--- src/rtl/uart_result_collector.sv ---
// uart_result_collector: 8N1 UART receiver that reassembles three bytes,
// most significant first, into a 24-bit result word with a valid strobe.
// A partial frame is dropped when the line stays idle too long between bytes.
module uart_result_collector #(
  parameter int CLKS_PER_BIT = 5208,
  parameter int GAP_BITS     = 40
) (
  input  logic        clk,
  input  logic        rst_n,
  input  logic        rxd,
  output logic [23:0] word,
  output logic        word_valid,
  output logic        frame_err,
  output logic        sync_err,
  output logic [1:0]  byte_idx
);

  localparam int HALF      = CLKS_PER_BIT / 2;
  localparam int CW        = $clog2(CLKS_PER_BIT);
  localparam int GAP_LIMIT = GAP_BITS * CLKS_PER_BIT;
  localparam int GW        = $clog2(GAP_LIMIT + 1);

  localparam logic [CW-1:0] HALF_M1 = CW'(HALF - 1);
  localparam logic [CW-1:0] FULL_M1 = CW'(CLKS_PER_BIT - 1);
  localparam logic [GW-1:0] GAP_M1  = GW'(GAP_LIMIT - 1);

  typedef enum logic [1:0] {
    S_IDLE  = 2'd0,
    S_START = 2'd1,
    S_DATA  = 2'd2,
    S_STOP  = 2'd3
  } state_t;

  logic          r_sync1;
  logic          r_rxd_s;
  logic          r_rxd_d;
  state_t        r_state;
  logic [CW-1:0] r_cnt;
  logic [2:0]    r_bitn;
  logic [7:0]    r_shift;
  logic [15:0]   r_hold;
  logic [23:0]   r_word;
  logic          r_word_valid;
  logic          r_frame_err;
  logic          r_sync_err;
  logic [1:0]    r_idx;
  logic [GW-1:0] r_gap;

  state_t        w_state_next;
  logic [CW-1:0] w_cnt_next;
  logic [2:0]    w_bitn_next;
  logic [7:0]    w_shift_next;
  logic          w_byte_ok;
  logic          w_stop_bad;
  logic          w_fall;
  logic          w_gap_hit;

  // Falling edge needs a high rxd_s on the previous cycle, so a line that is
  // still low after a bad stop bit cannot trigger a new start.
  assign w_fall = r_rxd_d & ~r_rxd_s;

  // Timeout only fires from IDLE with a partial frame; a start edge wins.
  assign w_gap_hit = (r_state == S_IDLE) && !w_fall && (r_idx != 2'd0) && (r_gap == GAP_M1);

  // Two-flop synchroniser plus one delayed copy for edge detection; idle high.
  always_ff @(posedge clk or negedge rst_n) begin
    if (!rst_n) begin
      r_sync1 <= 1'b1;
      r_rxd_s <= 1'b1;
      r_rxd_d <= 1'b1;
    end else begin
      r_sync1 <= rxd;
      r_rxd_s <= r_sync1;
      r_rxd_d <= r_rxd_s;
    end
  end

  // Bit FSM state, bit-period counter and data shift register.
  always_ff @(posedge clk or negedge rst_n) begin
    if (!rst_n) begin
      r_state <= S_IDLE;
      r_cnt   <= '0;
      r_bitn  <= '0;
      r_shift <= '0;
    end else begin
      r_state <= w_state_next;
      r_cnt   <= w_cnt_next;
      r_bitn  <= w_bitn_next;
      r_shift <= w_shift_next;
    end
  end

  // Next-state logic: half-bit wait to mid start bit, then full-bit steps.
  always_comb begin
    w_state_next = r_state;
    w_cnt_next   = r_cnt + CW'(1);
    w_bitn_next  = r_bitn;
    w_shift_next = r_shift;
    w_byte_ok    = 1'b0;
    w_stop_bad   = 1'b0;
    case (r_state)
      S_IDLE: begin
        w_cnt_next = '0;
        if (w_fall) begin
          w_state_next = S_START;
        end
      end
      S_START: begin
        if (r_cnt == HALF_M1) begin
          w_cnt_next  = '0;
          w_bitn_next = '0;
          // A high sample here means the low pulse was only a glitch.
          w_state_next = r_rxd_s ? S_IDLE : S_DATA;
        end
      end
      S_DATA: begin
        if (r_cnt == FULL_M1) begin
          w_cnt_next   = '0;
          w_shift_next = {r_rxd_s, r_shift[7:1]};
          w_bitn_next  = r_bitn + 3'd1;
          if (r_bitn == 3'd7) begin
            w_state_next = S_STOP;
          end
        end
      end
      S_STOP: begin
        if (r_cnt == FULL_M1) begin
          w_cnt_next   = '0;
          w_state_next = S_IDLE;
          w_byte_ok    = r_rxd_s;
          w_stop_bad   = ~r_rxd_s;
        end
      end
      default: begin
        w_state_next = S_IDLE;
        w_cnt_next   = '0;
      end
    endcase
  end

  // Frame assembler: collect bytes MSB first, publish on the third, and drop
  // the partial frame on a bad stop bit or an inter-byte gap timeout.
  always_ff @(posedge clk or negedge rst_n) begin
    if (!rst_n) begin
      r_hold       <= '0;
      r_word       <= '0;
      r_word_valid <= 1'b0;
      r_frame_err  <= 1'b0;
      r_sync_err   <= 1'b0;
      r_idx        <= 2'd0;
    end else begin
      r_word_valid <= 1'b0;
      r_frame_err  <= 1'b0;
      r_sync_err   <= 1'b0;
      if (w_byte_ok) begin
        case (r_idx)
          2'd0: begin
            r_hold[15:8] <= r_shift;
            r_idx        <= 2'd1;
          end
          2'd1: begin
            r_hold[7:0] <= r_shift;
            r_idx       <= 2'd2;
          end
          default: begin
            r_word       <= {r_hold, r_shift};
            r_word_valid <= 1'b1;
            r_idx        <= 2'd0;
          end
        endcase
      end else if (w_stop_bad) begin
        r_frame_err <= 1'b1;
        r_idx       <= 2'd0;
      end else if (w_gap_hit) begin
        r_sync_err <= 1'b1;
        r_idx      <= 2'd0;
      end
    end
  end

  // Gap timer: runs only while idle between bytes of a partial frame.
  always_ff @(posedge clk or negedge rst_n) begin
    if (!rst_n) begin
      r_gap <= '0;
    end else if ((r_state != S_IDLE) || w_fall || (r_idx == 2'd0) || w_gap_hit) begin
      r_gap <= '0;
    end else begin
      r_gap <= r_gap + GW'(1);
    end
  end

  assign word       = r_word;
  assign word_valid = r_word_valid;
  assign frame_err  = r_frame_err;
  assign sync_err   = r_sync_err;
  assign byte_idx   = r_idx;

endmodule

--- config.mk ---
export PLATFORM = sky130hd
export DESIGN_NAME = uart_result_collector
export DESIGN_NICKNAME = d
export VERILOG_FILES = /design/src/rtl/uart_result_collector.sv
export SDC_FILE = /design/constraint.sdc
export NUM_CORES = 1
export LEC_CHECK = 0
export BUFFER_PORTS_ARGS = -buffer_cell sky130_fd_sc_hd__buf_2
export CAP_MARGIN = 25
export CORE_AREA = 4 4 105 107
export CTS_CLUSTER_SIZE = 12
export DETAILED_ROUTE_END_ITERATION = 7
export DIE_AREA = 0 0 109 111
export GPL_TIMING_DRIVEN = 0
export HOLD_SLACK_MARGIN = 0.1
export SYNTH_ARGS = -nofsm -noshare
export SYNTH_HDL_FRONTEND = slang
export SYNTH_SLANG_ARGS = --single-unit
--- constraint.sdc ---
create_clock -name clk -period 2.75 [get_ports clk]
set_clock_uncertainty 0.05 [all_clocks]
set_input_delay 0.275 -clock clk [delete_from_list [all_inputs] [get_ports clk]]
set_output_delay 0.275 -clock clk [all_outputs]
set_load 0.05 [all_outputs]
# Word level (Yosys, flattened, before mapping)
# Cells that the tools add are included.
dict set report classes {
  add_sub_neg 3
  eq_ne 13
  n_mux 29
  n_bitwise 3
  reduce_logical 21
}
# operator count
set op_table {}
lappend op_table {{$pmux W13 S3} 1}
lappend op_table {{$mux W13} 2}
lappend op_table {{$add A18 B1 Y18 const B} 1}
lappend op_table {{$eq A18 B18 Y1 const B} 1}
lappend op_table {{$mux W18} 1}
lappend op_table {{$mux W2} 9}
lappend op_table {{$add A13 B1 Y13 const B} 1}
lappend op_table {{$eq A13 B12 Y1 const B} 1}
lappend op_table {{$eq A13 B13 Y1 const B} 1}
lappend op_table {{$mux W1} 11}
lappend op_table {{$ne A2 B2 Y1 const B} 5}
lappend op_table {{$pmux W2 S4} 1}
lappend op_table {{$reduce_and A2 Y1} 4}
lappend op_table {{$mux W3} 2}
lappend op_table {{$pmux W3 S2} 1}
lappend op_table {{$reduce_bool A2 Y1} 3}
lappend op_table {{$reduce_and A5 Y1} 1}
lappend op_table {{$eq A2 B1 Y1 const B} 2}
lappend op_table {{$eq A2 B2 Y1 const B} 2}
lappend op_table {{$logic_not A2 Y1} 2}
lappend op_table {{$pmux W2 S2} 1}
lappend op_table {{$reduce_or A2 Y1} 2}
lappend op_table {{$add A3 B1 Y3 const B} 1}
lappend op_table {{$eq A3 B3 Y1 const B} 1}
lappend op_table {{other kinds (7)} 12}
dict set report word_totals {
  register_bits 92
  in_bits 3
  out_inout_bits 29
  elab_cells 84
}

# Longest topological paths before layout
# Gate-level depths: netlist of the first run.
dict set report depth {
  word_depth 9
  ltp_mapped 6
  ltp_nobuf 5
}

# Worst setup path after synthesis of the first run
# OpenSTA, ideal clock, no wires.
dict set report synth_path {
  kind {reg2reg}
  start {register r_cnt[0]}
  end {register r_hold[0]}
  setup_time_ns 0.125
  t_arrival_ns 1.929
  required_ns 2.575
  path_slack_ns 0.647
  path_stages_with_launch 6
  n_path_buf 0
  period_less_slack_ns 2.103
  cell_sequence {dfrtp_1 ha_1 and4bb_2 nand4_4 nor4b_4 mux2_2}
}
dict set report synth_between {
  elab_chain_cells 4
}
# item line
set synth_rtl {}
lappend synth_rtl {{start: declaration} 38} ;# logic [CW-1:0] r_cnt;
lappend synth_rtl {{start signal: assignment} 87} ;# r_cnt <= w_cnt_next;
lappend synth_rtl {{$eq A13 B13 Y1} 127} ;# if (r_cnt == FULL_M1) begin
lappend synth_rtl {{$mux W1} 127}
lappend synth_rtl {{$mux W1} 101} ;# case (r_state)
lappend synth_rtl {{$reduce_and A2 Y1 (no source line)} --}
lappend synth_rtl {{end signal: assignment} 162} ;# r_hold[7:0] <= r_shift;
lappend synth_rtl {{end: declaration} 41} ;# logic [15:0] r_hold;
# Every way passes these cells.
# A chain may end at the register's enable or synchronous reset.

# Final worst setup path of the first run
# Ends and elaborated chain as after synthesis.

==> run_results.csv, run 1 <==
group,metric,value,unit
outcome,status,"finished, final reports clean",
placed_design,dp_worst_setup_slack,0.2624,ns
synth,seq_area_frac_synth,58.34,%
final_layout,nets,362,
critical_path,slowest_delay,0.66,ns
critical_path,r2r_end,"r_hold[0]$_DFFE_PN0P_",
sta,rsz0062_at_grt,"false",
critical_path,cp-start-kind,"flop",
pwr,vdd_drop_max,0.0002597,V
placed_design,gp_congestion,0.7493,
synth,yosys.area.top_type,"dfrtp_1",
final_layout,diodes,0,
synth,async_flop_share,100.0,%
floorplan,num_rows,37,
synth,synth_top_area_share,56.35,%
run,maxCapViolations,0,
floorplan,start_util,38.99,%
floorplan,die_w,109,µm
critical_path,crit_chain,"ha_1 -> and4bb_2 -> nand4_4 -> nor4b_4 -> mux2_2",
synth,netlist_area,3953,µm²
clock_network,clock_latency,0.36,ns
critical_path,timing_worst_setup_path_type,"flop to flop",
critical_path,crit_path_top_delay_cell,"nor4b_4",
drt,drt_first_pass_iters,4,
sta,relSlewSlack,51.47,%
critical_path,crit_fanout,10,
sta,setup_viol,0,
placed_design,place_inst,478,
critical_path,worstPathArrival,2.67,ns
floorplan,ios,32,
synth,synth_area_leaders,"dfrtp_1 (56%), mux2_2 (14%), xnor2_1 (3.5%), nor2_1 (3.3%), dfstp_2 (2.0%)",
synth,yosysWarnings,0,
drt,num_vias,2525,
sta,worst_slack,0.2764,ns
sta,period_share,89.95,%
critical_path,reg2reg_from,"r_cnt[0]$_DFF_PN0_",
synth,ys.flop_type,"dfrtp_1",
final_layout,final_common_cell,"dfrtp_1",
clock_network,h-tree-depth,3,
clock_network,post-cts-setup-buffers,0,
floorplan,die_h,111,µm
sta,timing.fmax,404.3,MHz
sta,tns,0,ns
synth,synth_edf_count,0,
clock_network,numClockSinks,92,
final_layout,ff_latch_area,2306,µm²
drt,vias_per_cell,5.091,
global_routing,first_global_vias,2538,
pwr,p_per_area,571.4,nW/µm²
critical_path,cp-end-kind,"flop",
synth,ys_types,43,
worst_hold_path,hold_class,"input pin to asynchronous set/reset pin",
critical_path,crit_required,2.95,ns
clock_network,cts_made_buffers,9,
drt,drc,0,
clock_network,clk_root_buffer_cell,"clkbuf_8",
global_routing,overflow,0,
synth,syn-num-nets,317,
global_routing,antenna_found_initial,0,
drt,initialDrtViolationCount,147,
final_layout,fillerInstances,940,
sta,worst_pin_slew,0.7226,ns
floorplan,design.die.area,12100,µm²
drt,postRouteAntennaNets,0,
clock_network,clk_pin_slew,0.09,ns
final_layout,multiInputGateArea,1574,µm²
global_routing,grt_use_total,12.77,%
placed_design,placed_area,4308,µm²
clock_network,clk_path_buf_depth,2,
final_layout,area_growth,14.81,%
final_layout,fin_cells,496,
synth,syn_area_per_cell,12.75,µm²
final_layout,drive_above_1_share,31.11,%
critical_path,r2r_slack,0.28,ns
placed_design,dpl.hpwl,4.943,mm
final_layout,mostFrequentLayoutCells,"dfrtp_1 (89), mux2_2 (48), nor2_1 (35)",
synth,synth-seq-cells,92,
pwr,total_leakage_power,2.106,nW
floorplan,core,10140,µm²
global_routing,grt_max_degree,64,
placed_design,portBuffers,31,
drt,drt-total-wl,7.010,mm
clock_network,cts_tree,"done",
drt,routedWlPerCell,14.13,µm
sta,layout_min_cycle_time,2.474,ns
final_layout,fin_area,4538,µm²
sta,slew_viol_final,0,
sta,hold_viol_final,0,
synth,syn_inst,310,
pwr,finalPower,0.002593,W
critical_path,r2r_cells,5,
global_routing,grt_pass1_wl,12.22,mm
-- final cells by class --
cell class                 count  area share, %
sequential                    92          50.81
clock inverter                 5          1.296
multi-input combinational    203          34.68
clock buffer                  11          3.336
inverter                       8         0.6617
buffer                         7         0.9374
timing repair buffer          34          4.522
tap                          136          3.750
-- worst max path at each step --
stage                       endpoint  cells past startpoint  slack (ns)               start
5_1_grt        r_hold[0]$_DFFE_PN0P_                      5        0.13  r_cnt[0]$_DFF_PN0_
3_5_place_dp   r_hold[4]$_DFFE_PN0P_                      5        0.26  r_cnt[0]$_DFF_PN0_
3_3_place_gp   r_hold[3]$_DFFE_PN0P_                      5        0.28  r_cnt[0]$_DFF_PN0_
6_report       r_hold[0]$_DFFE_PN0P_                      5        0.28  r_cnt[0]$_DFF_PN0_
4_1_cts        r_hold[0]$_DFFE_PN0P_                      5        0.26  r_cnt[0]$_DFF_PN0_
2_1_floorplan  r_hold[0]$_DFFE_PN0P_                      5        0.65  r_cnt[0]$_DFF_PN0_
-- synthesized netlist by cell type, drive strengths merged, types with 6 or more instances --
cell	count
nor2	36
nand4	10
xor2	8
nor4	6
dfrtp	89
xnor2	16
inv	8
nand3	13
mux2	48
o21ai	6
nor3	9
nand2	11
-- metrics by stage --
step / util (%) / hold WS, ns
2_1_floorplan: - / -0.07059
3_3_place_gp: 42.19 / 0.2969
3_5_place_dp: 42.49 / 0.1788
4_1_cts: 44.76 / 0.3107
5_1_grt: 44.76 / 0.3124
6_report: 44.76 / 0.3094
-- state kept, by name, indices dropped and copies added, names as in the netlist, named ones only --
| register | flops |
|---|---|
| frame_err | 1 |
| r_sync1 | 1 |
| word | 24 |
| word_valid | 1 |
| r_state | 1 |
| r_rxd_s | 1 |
| r_cnt | 13 |
| sync_err | 1 |
| r_shift | 8 |
| r_hold | 16 |
| r_gap | 18 |
| byte_idx | 2 |
| r_bitn | 3 |
| r_rxd_d | 1 |
-- critical path: cells and delay by family (launching register included) --
kind / cells / cell delay [ns]
DFF: 1 / 0.41
adders and majority gates: 1 / 0.27
muxes: 1 / 0.41
and+or+nand+nor: 3 / 1.21
-- per-layer routing --
layer | vias to the layer above | part of all wire, % | global-route usage, %
li1 | 1197 | - | -
met1 | 1271 | 48 | 17.46
met2 | 42 | 46 | 18.84
met3 | 15 | 3.4 | 3.378
met4 | 0 | 2.1 | 5.808
met5 | - | 0 | 0
-- kinds of logic (layout without fill, tap and decap cells) --
logic type	count (synthesis)	after routing	share of synthesized area, %
xor+xnor	24	24	5.318
mux	50	50	14.18
buf+inv	15	65	1.836
flops	92	92	58.34
simple gates	105	105	15.80
fa+ha+maj	4	4	1.266
compound gates	20	20	3.261
-- timing repair --
item                                    4_1_cts  5_1_grt
hold buffers                                  2        0
gates resized for setup                       0        0
endpoints found under the setup margin        0        0
endpoints found under the hold margin        30        0
-- report_power, final --
group          switching, W  internal [W]  leakage, nW  total (W)
clock network      0.000482      0.000471        0.102   0.000953
logic             0.0000941     0.0000760        0.748   0.000170
registers         0.0000657       0.00140         1.26    0.00147
(Power assumes the default switching activity.)
==> run 2: changes to the inputs <==
- BUFFER_PORTS_ARGS: -buffer_cell sky130_fd_sc_hd__buf_2 -> -buffer_cell sky130_fd_sc_hd__buf_4
- CORE_AREA: 4 4 105 107 -> 4 4 107 109
- DIE_AREA: 0 0 109 111 -> 0 0 111 113
==> run 2 against run 1 <==
Via count shrank 2.5%. Cell area grew 2.0%. Maximum frequency grew 0.21%. First-iteration DRC count shrank 40%. Combinational power is essentially flat. Die area grew 3.7%. Flip-flop and latch count is the same. Power grew 0.71%. Critical path type unchanged. Highest routed layer unchanged.
==> run_results.csv, run 2 (same netlist as run 1, synthesis figures left out) <==
group,metric,value,unit
floorplan,start_util,37.28,%
critical_path,crit_family,"simple AND/OR/NAND/NOR gates",
final_layout,fin_cells,500,
floorplan,core,10600,µm²
pwr,vdd_drop_max,0.0002189,V
critical_path,crit_path_top_delay_cell,"nor4b_4",
drt,route.met3.wl,169,µm
drt,vias_per_cell,4.926,
final_layout,fin_area,4627,µm²
final_layout,diodes,0,
pwr,finalPower,0.002612,W
clock_network,cts_tree,"done",
global_routing,overflow,0,
sta,hold_viol_final,0,
sta,worst_pin_slew,0.6955,ns
clock_network,cts_made_buffers,9,
drt,drt_first_pass_iters,4,
global_routing,grt_pass1_wl,12.79,mm
pwr,total_leakage_power,2.113,nW
drt,num_vias,2463,
clock_network,clk_path_buf_depth,2,
critical_path,crit_chain,"ha_1 -> and4bb_2 -> nand4_4 -> nor4b_4 -> mux2_2",
sta,relSlewSlack,53.44,%
critical_path,slowest_delay,0.66,ns
global_routing,grt_max_degree,74,
critical_path,crit_buf_inv,0,
clock_network,clk_root_buffer_cell,"clkbuf_8",
drt,wl_met2,3.412,mm
final_layout,nets,362,
outcome,status,"finished, final reports clean",
drt,drc,0,
critical_path,crit_fanout,10,
placed_design,gp_congestion,0.7927,
sta,setup_viol,0,
final_layout,mostFrequentLayoutCells,"dfrtp_1 (89), mux2_2 (48), nor2_1 (35)",
sta,layout_min_cycle_time,2.468,ns
global_routing,first_global_vias,2603,
global_routing,grt_use_total,12.58,%
placed_design,placed_area,4388,µm²
critical_path,worstPathArrival,2.66,ns
sta,tns,0,ns
clock_network,h-tree-depth,3,
clock_network,cts.repair.resized,0,
drt,met1_length,3.446,mm
final_layout,area_growth,17.06,%
drt,initialDrtViolationCount,88,
run,maxCapViolations,0,
pwr,p_per_area,564.4,nW/µm²
sta,slew_viol_final,0,
clock_network,post-cts-setup-buffers,0,
floorplan,die_w,111,µm
drt,routedWlPerCell,14.33,µm
floorplan,num_rows,38,
global_routing,antenna_found_initial,0,
sta,rsz0062_at_grt,"false",
sta,period_share,89.76,%
final_layout,final_common_cell,"dfrtp_1",
clock_network,clk_pin_slew,0.09,ns
sta,timing.fmax,405.1,MHz
drt,drt-total-wl,7.166,mm
clock_network,holdBufCountCts,2,
critical_path,timing_worst_setup_path_type,"flop to flop",
placed_design,portBuffers,31,
floorplan,ios,32,
final_layout,largest_register_ffs,24,
critical_path,cp-end-kind,"flop",
floorplan,die_h,113,µm
worst_hold_path,hold_class,"input pin to asynchronous set/reset pin",
placed_design,place_inst,482,
critical_path,crit_required,2.95,ns
placed_design,dpl.hpwl,4.846,mm
clock_network,numClockSinks,92,
floorplan,design.die.area,12540,µm²
drt,postRouteAntennaNets,0,
clock_network,clock_latency,0.36,ns
drt,routed.top_layer,"met4",
final_layout,drive_above_1_share,31.11,%
critical_path,cp-start-kind,"flop",
-- run 2: layout make-up --
| class | instances | area [µm²] |
|---|---|---|
| clock inverters | 5 | 67.56 |
| flip-flops and latches | 92 | 2306 |
| well taps | 140 | 175.2 |
| clock buffers | 11 | 151.4 |
| inverters | 8 | 30.03 |
| fillers | 982 | 5976 |
| repair buffers | 34 | 280.3 |
| multi-input cells | 203 | 1574 |
| plain buffers | 7 | 42.54 |
-- run 2: metal layers --
layer / up-vias / track usage [%]
met5: - / 0
met4: 0 / 5.172
met3: 12 / 2.834
met2: 30 / 19.78
met1: 1219 / 16.95
li1: 1202 / -
-- run 2: final timing paths --
kind                            cells after the start  slack [ns]                     to                from
worst max register to register                      5        0.28  r_hold[0]$_DFFE_PN0P_  r_cnt[0]$_DFF_PN0_
worst max-delay path                                5        0.28  r_hold[0]$_DFFE_PN0P_  r_cnt[0]$_DFF_PN0_
max in group asynchronous                           3        1.69      r_rxd_d$_DFF_PN1_               rst_n
min in group clk                                    0        0.31      r_rxd_s$_DFF_PN1_   r_sync1$_DFF_PN1_
worst min register to register                      0        0.31      r_rxd_s$_DFF_PN1_   r_sync1$_DFF_PN1_
worst min-delay path                                2        0.29     r_gap[4]$_DFF_PN0_               rst_n
-- run 2: through the flow --
stage	hold WS, ns	util [%]	setup WS [ns]
after floorplan	-0.07059	-	0.6467
after global placement	0.2962	41.13	0.2886
after detailed placement	0.1381	41.39	0.2592
after CTS	0.2776	43.64	0.2634
after global routing	0.2974	43.64	0.1192
final	0.2850	43.64	0.2817
-- run 2: where the power goes --
| group | internal [W] | switching, W | total [W] |
|---|---|---|---|
| clock | 0.000483 | 0.000489 | 0.000972 |
| combinational | 0.0000764 | 0.0000936 | 0.000170 |
| sequential | 0.00140 | 0.0000656 | 0.00147 |
| total | 0.00196 | 0.000648 | 0.00261 |
==> run 3: changes to the inputs <==
--- a/config.mk
+++ b/config.mk
@@ -8,3 +8,2 @@
 export BUFFER_PORTS_ARGS = -buffer_cell sky130_fd_sc_hd__buf_4
-export CAP_MARGIN = 25
 export CORE_AREA = 4 4 107 109
@@ -15,2 +14,3 @@
 export HOLD_SLACK_MARGIN = 0.1
+export SLEW_MARGIN = 10
 export SYNTH_ARGS = -nofsm -noshare
==> constraint.sdc (replaced) <==
create_clock -name clk -period 2.75 [get_ports clk]
set_clock_uncertainty 0.05 [all_clocks]
set_input_delay 0.1375 -clock clk [delete_from_list [all_inputs] [get_ports clk]]
set_output_delay 0.1375 -clock clk [all_outputs]
set_load 0.05 [all_outputs]
==> run 3 against run 2 <==
Register-to-register slack about the same. Flip-flop and latch count unchanged. Non-clock buffer count decreased by 1. Critical endpoint unchanged. Highest routed layer unchanged. Clock power increased by 9%.
==> run_results.csv, run 3 (same netlist as run 1, synthesis figures left out) <==
group,metric,value,unit
global_routing,grt_pass1_wl,12.63,mm
pwr,p_per_area,583.0,nW/µm²
sta,worst_pin_slew,0.8266,ns
sta,relSlewSlack,44.89,%
sta,layout_min_cycle_time,2.469,ns
sta,worst_slack,0.2811,ns
critical_path,crit_fanout,10,
drt,num_vias,2432,
critical_path,cp-end-kind,"flop",
clock_network,post-cts-setup-buffers,0,
clock_network,numClockSinks,92,
pwr,pwr-share-seq,54.6,%
clock_network,clock_latency,0.36,ns
clock_network,h-tree-depth,3,
final_layout,mostFrequentLayoutCells,"dfrtp_1 (89), mux2_2 (48), nor2_1 (35)",
critical_path,cp-start-kind,"flop",
final_layout,final_common_cell,"dfrtp_1",
placed_design,dp_worst_setup_slack,0.2606,ns
sta,period_share,89.78,%
placed_design,placed_area,4360,µm²
floorplan,design.die.area,12540,µm²
final_layout,final_util,43.57,%
outcome,status,"finished, final reports clean",
floorplan,die_w,111,µm
clock_network,clk_path_buf_depth,2,
floorplan,core,10600,µm²
clock_network,clk_root_buffer_cell,"clkbuf_8",
pwr,swShare,25.20,%
floorplan,die_h,113,µm
worst_hold_path,holdCritStartpoint,"r_sync1$_DFF_PN1_",
drt,postRouteAntennaNets,0,
clock_network,cts.repair.resized,0,
global_routing,antenna_found_initial,0,
final_layout,fin_area,4619,µm²
floorplan,num_rows,38,
drt,drc,0,
floorplan,start_util,37.28,%
sta,slew_viol_final,0,
final_layout,drive_above_1_share,30.92,%
drt,routedWlPerCell,14.20,µm
drt,drt-total-wl,7.085,mm
critical_path,reg2reg_from,"r_cnt[0]$_DFF_PN0_",
pwr,p_int,0.002015,W
drt,initialDrtViolationCount,117,
pwr,total_leakage_power,2.110,nW
drt,vias_per_cell,4.874,
sta,hold_ws,0.3123,ns
critical_path,crit_required,2.96,ns
clock_network,cts_made_buffers,9,
sta,setup_viol,0,
floorplan,ios,32,
sta,tns,0,ns
sta,rsz0062_at_grt,"false",
critical_path,crit_path_start,"r_cnt[0]$_DFF_PN0_",
final_layout,nets,361,
placed_design,dpl.hpwl,4.758,mm
global_routing,overflow,0,
sta,hold_viol_final,0,
global_routing,grt_use_total,12.40,%
final_layout,largest_register_ffs,24,
clock_network,cts_tree,"done",
pwr,p_comb_share,6.2,%
final_layout,diodes,0,
final_layout,area_growth,16.87,%
clock_network,holdBufCountCts,2,
run,maxCapViolations,0,
placed_design,portBuffers,31,
pwr,switching_power,0.0006787,W
placed_design,gp_congestion,0.7927,
global_routing,grt_max_degree,93,
global_routing,first_global_vias,2562,
drt,drt_first_pass_iters,4,
sta,timing.fmax,405.0,MHz
pwr,clock_power_share,39.3,%
clock_network,clk_pin_slew,0.10,ns
critical_path,worstPathArrival,2.68,ns
pwr,vdd_drop_max,0.0002229,V
worst_hold_path,hold_class,"flop to flop",
critical_path,timing_worst_setup_path_type,"flop to flop",
==> run 3: power by group through the flow <==
stage               Clock [W]  Combinational, W  Sequential (W)
global route          0.00114          0.000195         0.00148
CTS                   0.00109          0.000170         0.00147
detailed placement          0          0.000166         0.00150
finish                0.00106          0.000166         0.00147
floorplan                   0          0.000118         0.00148
global placement            0          0.000161         0.00150
==> run 3: critical path: stages (launching register included) <==
cell and delay, ns:
dfrtp_1 0.42, ha_1 0.28, and4bb_2 0.31, nand4_4 0.23, nor4b_4 0.65, mux2_2 0.41
==> run 3: stage by stage <==
step / power (W) / std cells
floorplan: 0.001599 / 310
global placement: 0.001657 / 481
detailed placement: 0.001661 / 481
CTS: 0.002727 / 499
global route: 0.002817 / 499
finish: 0.002693 / 499
==> run 3: metal layers <==
metal  global-route usage, %  vias to the layer above  part of all wire, %  wire length [µm]
li1                        -                     1191                    -                 -
met1                   16.93                     1196                   50              3524
met3                   2.781                        9                  2.4               169
met2                   19.34                       36                   46              3277
met4                   4.926                        0                  1.6               114
met5                       0                        -                    0                 0
==> run 3: layout make-up <==
cell class | count | area [µm²]
clock buffer | 9 | 123.9
sequential | 92 | 2306
clock inverter | 7 | 111.4
multi-input combinational | 203 | 1574
inverter | 8 | 30.03
buffer | 7 | 42.54
tap | 140 | 175.2
timing repair buffer | 33 | 256.5
fill | 993 | 5983
==> run 3: worst paths after layout <==
path / to / slack [ns] / cells after the start
max in group asynchronous: word[1]$_DFFE_PN0P_ / 1.74 / 2
hold / removal: r_rxd_s$_DFF_PN1_ / 0.31 / 0
setup / recovery: r_hold[0]$_DFFE_PN0P_ / 0.28 / 5
hold reg to reg: r_rxd_s$_DFF_PN1_ / 0.31 / 0
min in group asynchronous: r_gap[15]$_DFF_PN0_ / 0.36 / 2
setup reg to reg: r_hold[0]$_DFFE_PN0P_ / 0.28 / 5
